### src/rtl/imm_enc_pkg.sv
// Shared types and constants for the LEGv8 immediate field encoder.
// Field widths, legal opcode sets and the immediate fit test live here.
package imm_enc_pkg;

   typedef enum logic [1:0] {
      FMT_B  = 2'd0,
      FMT_CB = 2'd1,
      FMT_D  = 2'd2,
      FMT_I  = 2'd3
   } fmt_e;

   localparam int W_B  = 26;
   localparam int W_CB = 19;
   localparam int W_D  = 9;
   localparam int W_I  = 12;

   localparam logic [5:0] OP_B  = 6'b000101;
   localparam logic [5:0] OP_BL = 6'b100101;

   localparam logic [7:0] OP_CBZ  = 8'b10110100;
   localparam logic [7:0] OP_BCND = 8'b01010100;
   localparam logic [7:0] OP_CBNZ = 8'b10110101;

   localparam logic [10:0] OP_STURB  = 11'b00111000000;
   localparam logic [10:0] OP_LDURB  = 11'b00111000010;
   localparam logic [10:0] OP_STURH  = 11'b01111000000;
   localparam logic [10:0] OP_LDURH  = 11'b01111000010;
   localparam logic [10:0] OP_STURW  = 11'b10111000000;
   localparam logic [10:0] OP_LDURSW = 11'b10111000100;
   localparam logic [10:0] OP_STXR   = 11'b11001000000;
   localparam logic [10:0] OP_LDXR   = 11'b11001000010;
   localparam logic [10:0] OP_STUR   = 11'b11111000000;
   localparam logic [10:0] OP_LDUR   = 11'b11111000010;

   localparam logic [9:0] OP_ADDI  = 10'b1001000100;
   localparam logic [9:0] OP_ANDI  = 10'b1001001000;
   localparam logic [9:0] OP_ADDIS = 10'b1011000100;
   localparam logic [9:0] OP_ORRI  = 10'b1011001000;
   localparam logic [9:0] OP_SUBI  = 10'b1101000100;
   localparam logic [9:0] OP_EORI  = 10'b1101001000;
   localparam logic [9:0] OP_SUBIS = 10'b1111000100;
   localparam logic [9:0] OP_ANDIS = 10'b1111001000;

   typedef struct packed {
      fmt_e        fmt;
      logic [10:0] op;
      logic [25:0] imm;
      logic [4:0]  rn;
      logic [4:0]  rt;
      logic        range_err;
      logic        op_err;
   } s1_t;

   // Signed: everything above bit w-2 is a copy of the sign bit.
   function automatic logic fits(input logic [63:0] imm,
                                 input int w,
                                 input logic zext);
      logic [63:0] hi;
      if (zext) begin
         hi = imm >> w;
         return hi == '0;
      end
      hi = $signed(imm) >>> (w - 1);
      return (hi == '0) || (hi == '1);
   endfunction

endpackage

### src/rtl/imm_enc_check.sv
// Combinational immediate range and opcode legality check.
// Feeds the S1 register of the encoder.
module imm_enc_check
   import imm_enc_pkg::*;
(
   input  fmt_e        fmt,
   input  logic [10:0] opcode,
   input  logic [63:0] imm,
   input  logic        zext,
   output logic        range_err,
   output logic        op_err
);

   always_comb begin
      range_err = 1'b0;
      op_err    = 1'b1;
      unique case (1'b1)
         (fmt == FMT_B): begin
            range_err = !fits(imm, W_B, zext);
            op_err    = !(opcode[10:5] inside {OP_B, OP_BL});
         end
         (fmt == FMT_CB): begin
            range_err = !fits(imm, W_CB, zext);
            op_err    = !(opcode[10:3] inside
                          {OP_CBZ, OP_BCND, OP_CBNZ});
         end
         (fmt == FMT_D): begin
            range_err = !fits(imm, W_D, zext);
            op_err    = !(opcode inside
                          {OP_STURB, OP_LDURB, OP_STURH,
                           OP_LDURH, OP_STURW, OP_LDURSW,
                           OP_STXR, OP_LDXR, OP_STUR,
                           OP_LDUR});
         end
         (fmt == FMT_I): begin
            range_err = !fits(imm, W_I, zext);
            op_err    = !(opcode[10:1] inside
                          {OP_ADDI, OP_ANDI, OP_ADDIS,
                           OP_ORRI, OP_SUBI, OP_EORI,
                           OP_SUBIS, OP_ANDIS});
         end
         default: begin
            range_err = 1'b0;
            op_err    = 1'b1;
         end
      endcase
   end

endmodule

### src/rtl/imm_field_encoder.sv
// Packs format, opcode, registers and immediate into a LEGv8 word.
// Two-stage valid/ready pipeline: S1 checks, S2 assembles.
module imm_field_encoder
   import imm_enc_pkg::*;
#(
   parameter int CNT_W = 16
) (
   input  logic             CLK,
   input  logic             Reset,
   input  logic             in_valid,
   output logic             in_ready,
   input  logic [1:0]       fmt,
   input  logic [10:0]      opcode,
   input  logic [63:0]      imm,
   input  logic             zext,
   input  logic [4:0]       rn,
   input  logic [4:0]       rt,
   output logic             out_valid,
   input  logic             out_ready,
   output logic [31:0]      instr,
   output logic             range_err,
   output logic             op_err,
   output logic [CNT_W-1:0] err_count
);

   logic        s1_valid;
   s1_t         s1_q;
   logic        s1_adv;
   logic        s2_adv;
   logic        chk_range;
   logic        chk_op;
   logic [31:0] word;

   assign s2_adv   = !out_valid | out_ready;
   assign s1_adv   = !s1_valid | s2_adv;
   assign in_ready = s1_adv & !Reset;

   imm_enc_check u_check (
      .fmt       (fmt_e'(fmt)),
      .opcode    (opcode),
      .imm       (imm),
      .zext      (zext),
      .range_err (chk_range),
      .op_err    (chk_op)
   );

   always_ff @(posedge CLK) begin
      if (Reset) begin
         s1_valid <= 1'b0;
         s1_q     <= '0;
      end else if (s1_adv) begin
         s1_valid <= in_valid;
         if (in_valid) begin
            s1_q <= '{fmt:       fmt_e'(fmt),
                      op:        opcode,
                      imm:       imm[25:0],
                      rn:        rn,
                      rt:        rt,
                      range_err: chk_range,
                      op_err:    chk_op};
         end
      end
   end

   always_comb begin
      word = '0;
      unique case (1'b1)
         (s1_q.fmt == FMT_B):
            word = {s1_q.op[10:5], s1_q.imm[25:0]};
         (s1_q.fmt == FMT_CB):
            word = {s1_q.op[10:3], s1_q.imm[18:0], s1_q.rt};
         (s1_q.fmt == FMT_D):
            word = {s1_q.op, s1_q.imm[8:0], 2'b00,
                    s1_q.rn, s1_q.rt};
         (s1_q.fmt == FMT_I):
            word = {s1_q.op[10:1], s1_q.imm[11:0],
                    s1_q.rn, s1_q.rt};
         default:
            word = '0;
      endcase
   end

   // Output registers only load on a real S1->S2 move, so a stalled
   // word stays put while out_ready is low.
   always_ff @(posedge CLK) begin
      if (Reset) begin
         out_valid <= 1'b0;
         instr     <= '0;
         range_err <= 1'b0;
         op_err    <= 1'b0;
      end else if (s2_adv) begin
         out_valid <= s1_valid;
         if (s1_valid) begin
            instr     <= word;
            range_err <= s1_q.range_err;
            op_err    <= s1_q.op_err;
         end
      end
   end

   always_ff @(posedge CLK) begin
      if (Reset) begin
         err_count <= '0;
      end else if (out_valid && out_ready &&
                   (range_err || op_err) && !(&err_count)) begin
         err_count <= err_count + CNT_W'(1);
      end
   end

endmodule

### config.mk
export PLATFORM = sky130hd
export DESIGN_NAME = imm_field_encoder
export DESIGN_NICKNAME = d
export VERILOG_FILES = /design/src/rtl/imm_enc_pkg.sv /design/src/rtl/imm_enc_check.sv /design/src/rtl/imm_field_encoder.sv
export SDC_FILE = /design/constraint.sdc
export NUM_CORES = 1
export LEC_CHECK = 0
export CORE_ASPECT_RATIO = 0.7
export CORE_MARGIN = 1.5
export CORE_UTILIZATION = 39
export DETAILED_ROUTE_END_ITERATION = 12
export PLACE_DENSITY = 0.74
export SKIP_LAST_GASP = 1
export SLEW_MARGIN = 5
export SYNTH_ARGS = -nofsm -noshare
export SYNTH_HDL_FRONTEND = slang
export SYNTH_HIERARCHICAL = 1
export SYNTH_SLANG_ARGS = --single-unit
### constraint.sdc
create_clock -name CLK -period 2.08 [get_ports CLK]
set_input_delay 0.416 -clock CLK [delete_from_list [all_inputs] [get_ports CLK]]
set_output_delay 0.416 -clock CLK [all_outputs]
set_load 0.005 [all_outputs]
==> results.md <==
- The synthesized-area fraction occupied by and/or/nand/nor cells is between 20 and 30%.
- The synthesized-area fraction occupied by adder cells is 0.261%.
- The synthesized-area fraction occupied by ao, oa, aoi and oai cells is 15.8%.
- In the synthesized netlist, the cells that appear most often are nand2_1, dfxtp_1, a21oi_1.
- For the final routed database, the setup TNS stands at 0 ns.
- The pre-antenna-repair detailed-routing pass consisted of 5 iterations.
- The worst path in the final design needs a cycle of 2.04 ns, including I/O delays and setup.
- By area, the combinational part of the netlist is dominated by simple AND/OR/NAND/NOR gates.
- Setup violations remaining at the end of the flow were counted as 0.
- The run finished with clean final reports.
- From synthesis to final layout, the design area changed by 48.9%.
- Walking the worst path, the cells encountered are clkdlybuf4s50_1 -> nor4_2 -> nand4_1 -> a2111o_1 -> nand2_1 -> nand2_1 -> a211o_1 -> nand2_1 -> a21oi_1.
- With fillers left out, the area of the finished cells amounts to approximately 7000 sq um.
- The total placed instance area is 6690 sq um.
- The slowest stage of the critical path is the clkdlybuf4s50_1 cell.
- The number of global-route vias before repair was 4827.
- The number of maximum-capacitance constraint violations is 0.
- The number of DRC markers after the initial detailed-route iteration is 479.
- The unique cell type count in the Yosys netlist is 46.
- The sum of overflow across all layers after global routing is 0.
- Data on the critical path arrives at its endpoint at 2.26 ns.
- Measured against its own limit, the worst slew margin works out to 62.3%.
- For this configuration, the core starts out at a cell density of 40.4%.
- The synthesized netlist devotes 0.183% of its cell area to XOR and XNOR gates.
- After detailed routing, the average wire length per cell comes to around 16 um.
- Along the worst hold path, the cell count comes to 3.
- The detailed router placed 5132 vias in this run.
- The y dimension of the die is between 90 and 100 um.
- In the synthesized netlist, mux cells make up 8.96% of the area.
- The startpoint type of the worst setup path is a primary input.
- The total of fill cells in the finished design is 974.
- No sink is reached through more buffers than the 2 on the longest clock path.
- After synthesis, flip-flops and latches occupy 43.0% of the total area.
- The most critical setup path has its startpoint at imm[32].
- Cells fill about three fifths of the core in the end.
- Clock-pin slew was measured on the worst setup and hold paths at ~0.07 ns.
- The total clock buffers created by CTS is 9.
- The required time at the endpoint of the critical path is 2.30 ns.
- The worst register-to-register path has a depth of 5.
- Hold repair after CTS inserted 0 buffers.
- The max-slew violation total from the final report is 0.
- For this block, the routed nets add up to around 15000 um of wire.
- Counting every instance in the synthesized netlist gives about 600.
- The residual antenna-violating net count after detailed routing is 0.
- For this design the ratio of total power to cell area is between 600 and 700 nW/um^2.
- The count of buffers inserted at the top-level ports is between 100 and 150.
- The Yosys step of the flow raised 6 warnings.
- The cell area after technology mapping is 4790 sq um.
- The final antenna diode count is 0.
- The worst min-delay path endpoint is s1_q[36]$_SDFFE_PP0P_.
- The root buffer cell is clkbuf_16.
- The flop-to-flop setup slack is 0.09 ns.
- The final cycle utilization of the critical path is 98.2%.
- The initial antenna violation count is 0.
- The number of nets in the finished design is 860.
- 144 I/O pins were placed.
- The cell with the most instances after synthesis is nand2_1.
- The kind of critical path is primary input to flop.
- The first global-routing pass estimated 24000 um of wire.
- The clock net sink count is between 100 and 150.
- The area fraction of the dominant cell type after synthesis is 43.0%.
- TritonCTS built the clock tree.
- The synthesized design spends more area on one cell type than any other, namely dfxtp_1.
- The pin count of the biggest net entering global routing is 107.
- After legalization and detailed placement, the total HPWL measured 10700 um.
- For this design the static power due to leakage is 2.70 nW.
- The multi-input combinational cells in the finished layout cover a total of 2670 sq um.
- The cell family with the largest share of critical-path delay is compound AO/OA/AOI/OAI gates.
- Across the VDD grid, the largest voltage drop is 0.000516 V.
- The leading register cell type out of synthesis is dfxtp_1.
- The all-layer global routing usage is a little under a quarter.
- The largest stage delay on the critical path is 0.45 ns.
- The floorplan has 33 rows.
- The class of the worst hold path is primary input to flop.
- The detailed-route vias per instance is 5.53.
- Among the stages of the critical path, the cell type that occurs most often is nand2_1.
- Summing internal, switching and leakage power gives around 4.4 mW.
- Counting every net in the synthesized netlist gives 697.
- The worst clock skew on the final layout is 0.00804 ns.
- The number of buffers and inverters on the critical path is 1.
- The remaining routing DRC violations is 0.
- The startpoint identified for the worst register-to-register timing path is err_count[0]$_SDFFE_PP0P_.
- The largest fanout of any net on the critical path is 2.
- Of all flip-flops after synthesis, the portion carrying an async set or reset was 0%.
- For the worst-skew pair, the clock arrives at the later sink with an insertion delay of 0.35 ns.
- Yosys mapped a number of flops with a built-in enable equal to 0.
- Setup repair after global routing could not meet its margin everywhere.
- Registers take approximately 2100 sq um.
- In this run the standard cell core region covers 11900 sq um.
- The fraction of final layout cells sized beyond drive strength 1 is approximately an eighth.
- The average instance in the mapped netlist occupies 7.93 sq um.
- The transition time of the tightest slew-check pin is 0.565 ns.
- The die covers about 13000 sq um.
- Based on the critical path, the design can be clocked at up to slightly below 500 MHz.
- The hold violation count in the final report came to 0.
- After synthesis, the cell types taking the most area are dfxtp_1, nand2_1, a21oi_1.
- The maximum level of the CTS H-tree is 3.
- Measured along the x axis, the die boundary spans 135 um.
- Counting flops and latches in the post-synthesis netlist gives a little over 100.
- The terminus of the critical flop-to-flop path is err_count[8]$_SDFFE_PP0P_.
- STA classifies the critical path endpoint as a flop.
- The global placement routability congestion is 0.826.
- The source of the worst hold timing path is imm[24].
logic make-up (layout without fill, tap and decap cells):
family                     count (synthesis)  count (layout)
adders and majority gates                  1               1
buffers and inverters                     45             212
DFF                                      103             103
xor gates and xnor gates                   1               1
AOI/OAI and AO/OA                        132             132
and+or+nand+nor                          292             292
muxes                                     30              30
worst reg2reg max path, cell delays in order, from the launching register on:
cell and delay [ns]:
dfxtp_1 0.40, ha_2 0.25, nand2_1 0.08, or3_1 0.46
or4_1 0.54, a21oi_1 0.19
worst max path at each step:
stage | slack, ns | cells after the start | to
after CTS | 0.002 | 9 | s1_q[1]$_SDFFE_PP0P_
after detailed placement | -0.52 | 8 | s1_q[1]$_SDFFE_PP0P_
after floorplan | 0.19 | 6 | err_count[10]$_SDFFE_PP0P_
after global placement | -0.36 | 8 | s1_q[1]$_SDFFE_PP0P_
after global routing | -0.08 | 9 | s1_q[1]$_SDFFE_PP0P_
final | 0.04 | 9 | s1_q[1]$_SDFFE_PP0P_
layer usage:
metal / vias up / track usage, % / share of wire, %
met3: 31 / 4.90 / 5.8
met1: 2428 / 31.6 / 46
met4: 0 / 7.44 / 2.0
met5: - / 0 / 0
li1: 2474 / - / -
met2: 199 / 37.9 / 46
area by class of cell:
| class | count | share of cell area (%) |
|---|---|---|
| Inverter | 4 | 0.211 |
| Multi-Input combinational cell | 456 | 37.4 |
| Tap cell | 157 | 2.75 |
| Clock buffer | 12 | 3.74 |
| Timing Repair Buffer | 193 | 26.7 |
| Clock inverter | 3 | 0.246 |
| Sequential cell | 103 | 28.9 |
cells in the final DEF, fill, tap and decap left out, types with 15 or more instances in the layout:
cell type / count
nand4_1: 19
mux2i_1: 17
o21ai_0: 19
dlymetal6s2s_1: 19
nor2_1: 39
a21oi_1: 82
dlygate4sd2_1: 17
buf_4: 45
nor3_1: 15
dfxtp_1: 102
clkdlybuf4s50_1: 105
nand2_1: 156
sequential cells by signal, indices dropped and copies added (netlist names):
register / cells
err_count: 16
instr: 32
op_err: 1
out_valid: 1
range_err: 1
s1_q: 51
s1_valid: 1
power by group:
part / internal [mW] / switching (mW) / total (mW) / leakage, nW
combinational: 0.370 / 0.317 / 0.687 / 1.72
clock: 0.898 / 0.705 / 1.60 / 0.140
sequential: 2.06 / 0.0661 / 2.13 / 0.844
total: 3.33 / 1.09 / 4.42 / 2.70
repair_timing:
action / CTS / global route
setup endpoints to repair: 4 / 4
resized for setup: 25 / 29
pin swaps: 13 / 19
buffers inserted: 3 / 2
through the flow:
stage               setup WS [ns]  instances  hold slack [ns]
global route              -0.0766        928            0.438
floorplan                   0.194        604            0.432
finish                     0.0383        928            0.425
detailed placement         -0.518        908            0.447
global placement           -0.365        908            0.445
CTS                       0.00179        926            0.456
Power figures use the tool's default switching activity.
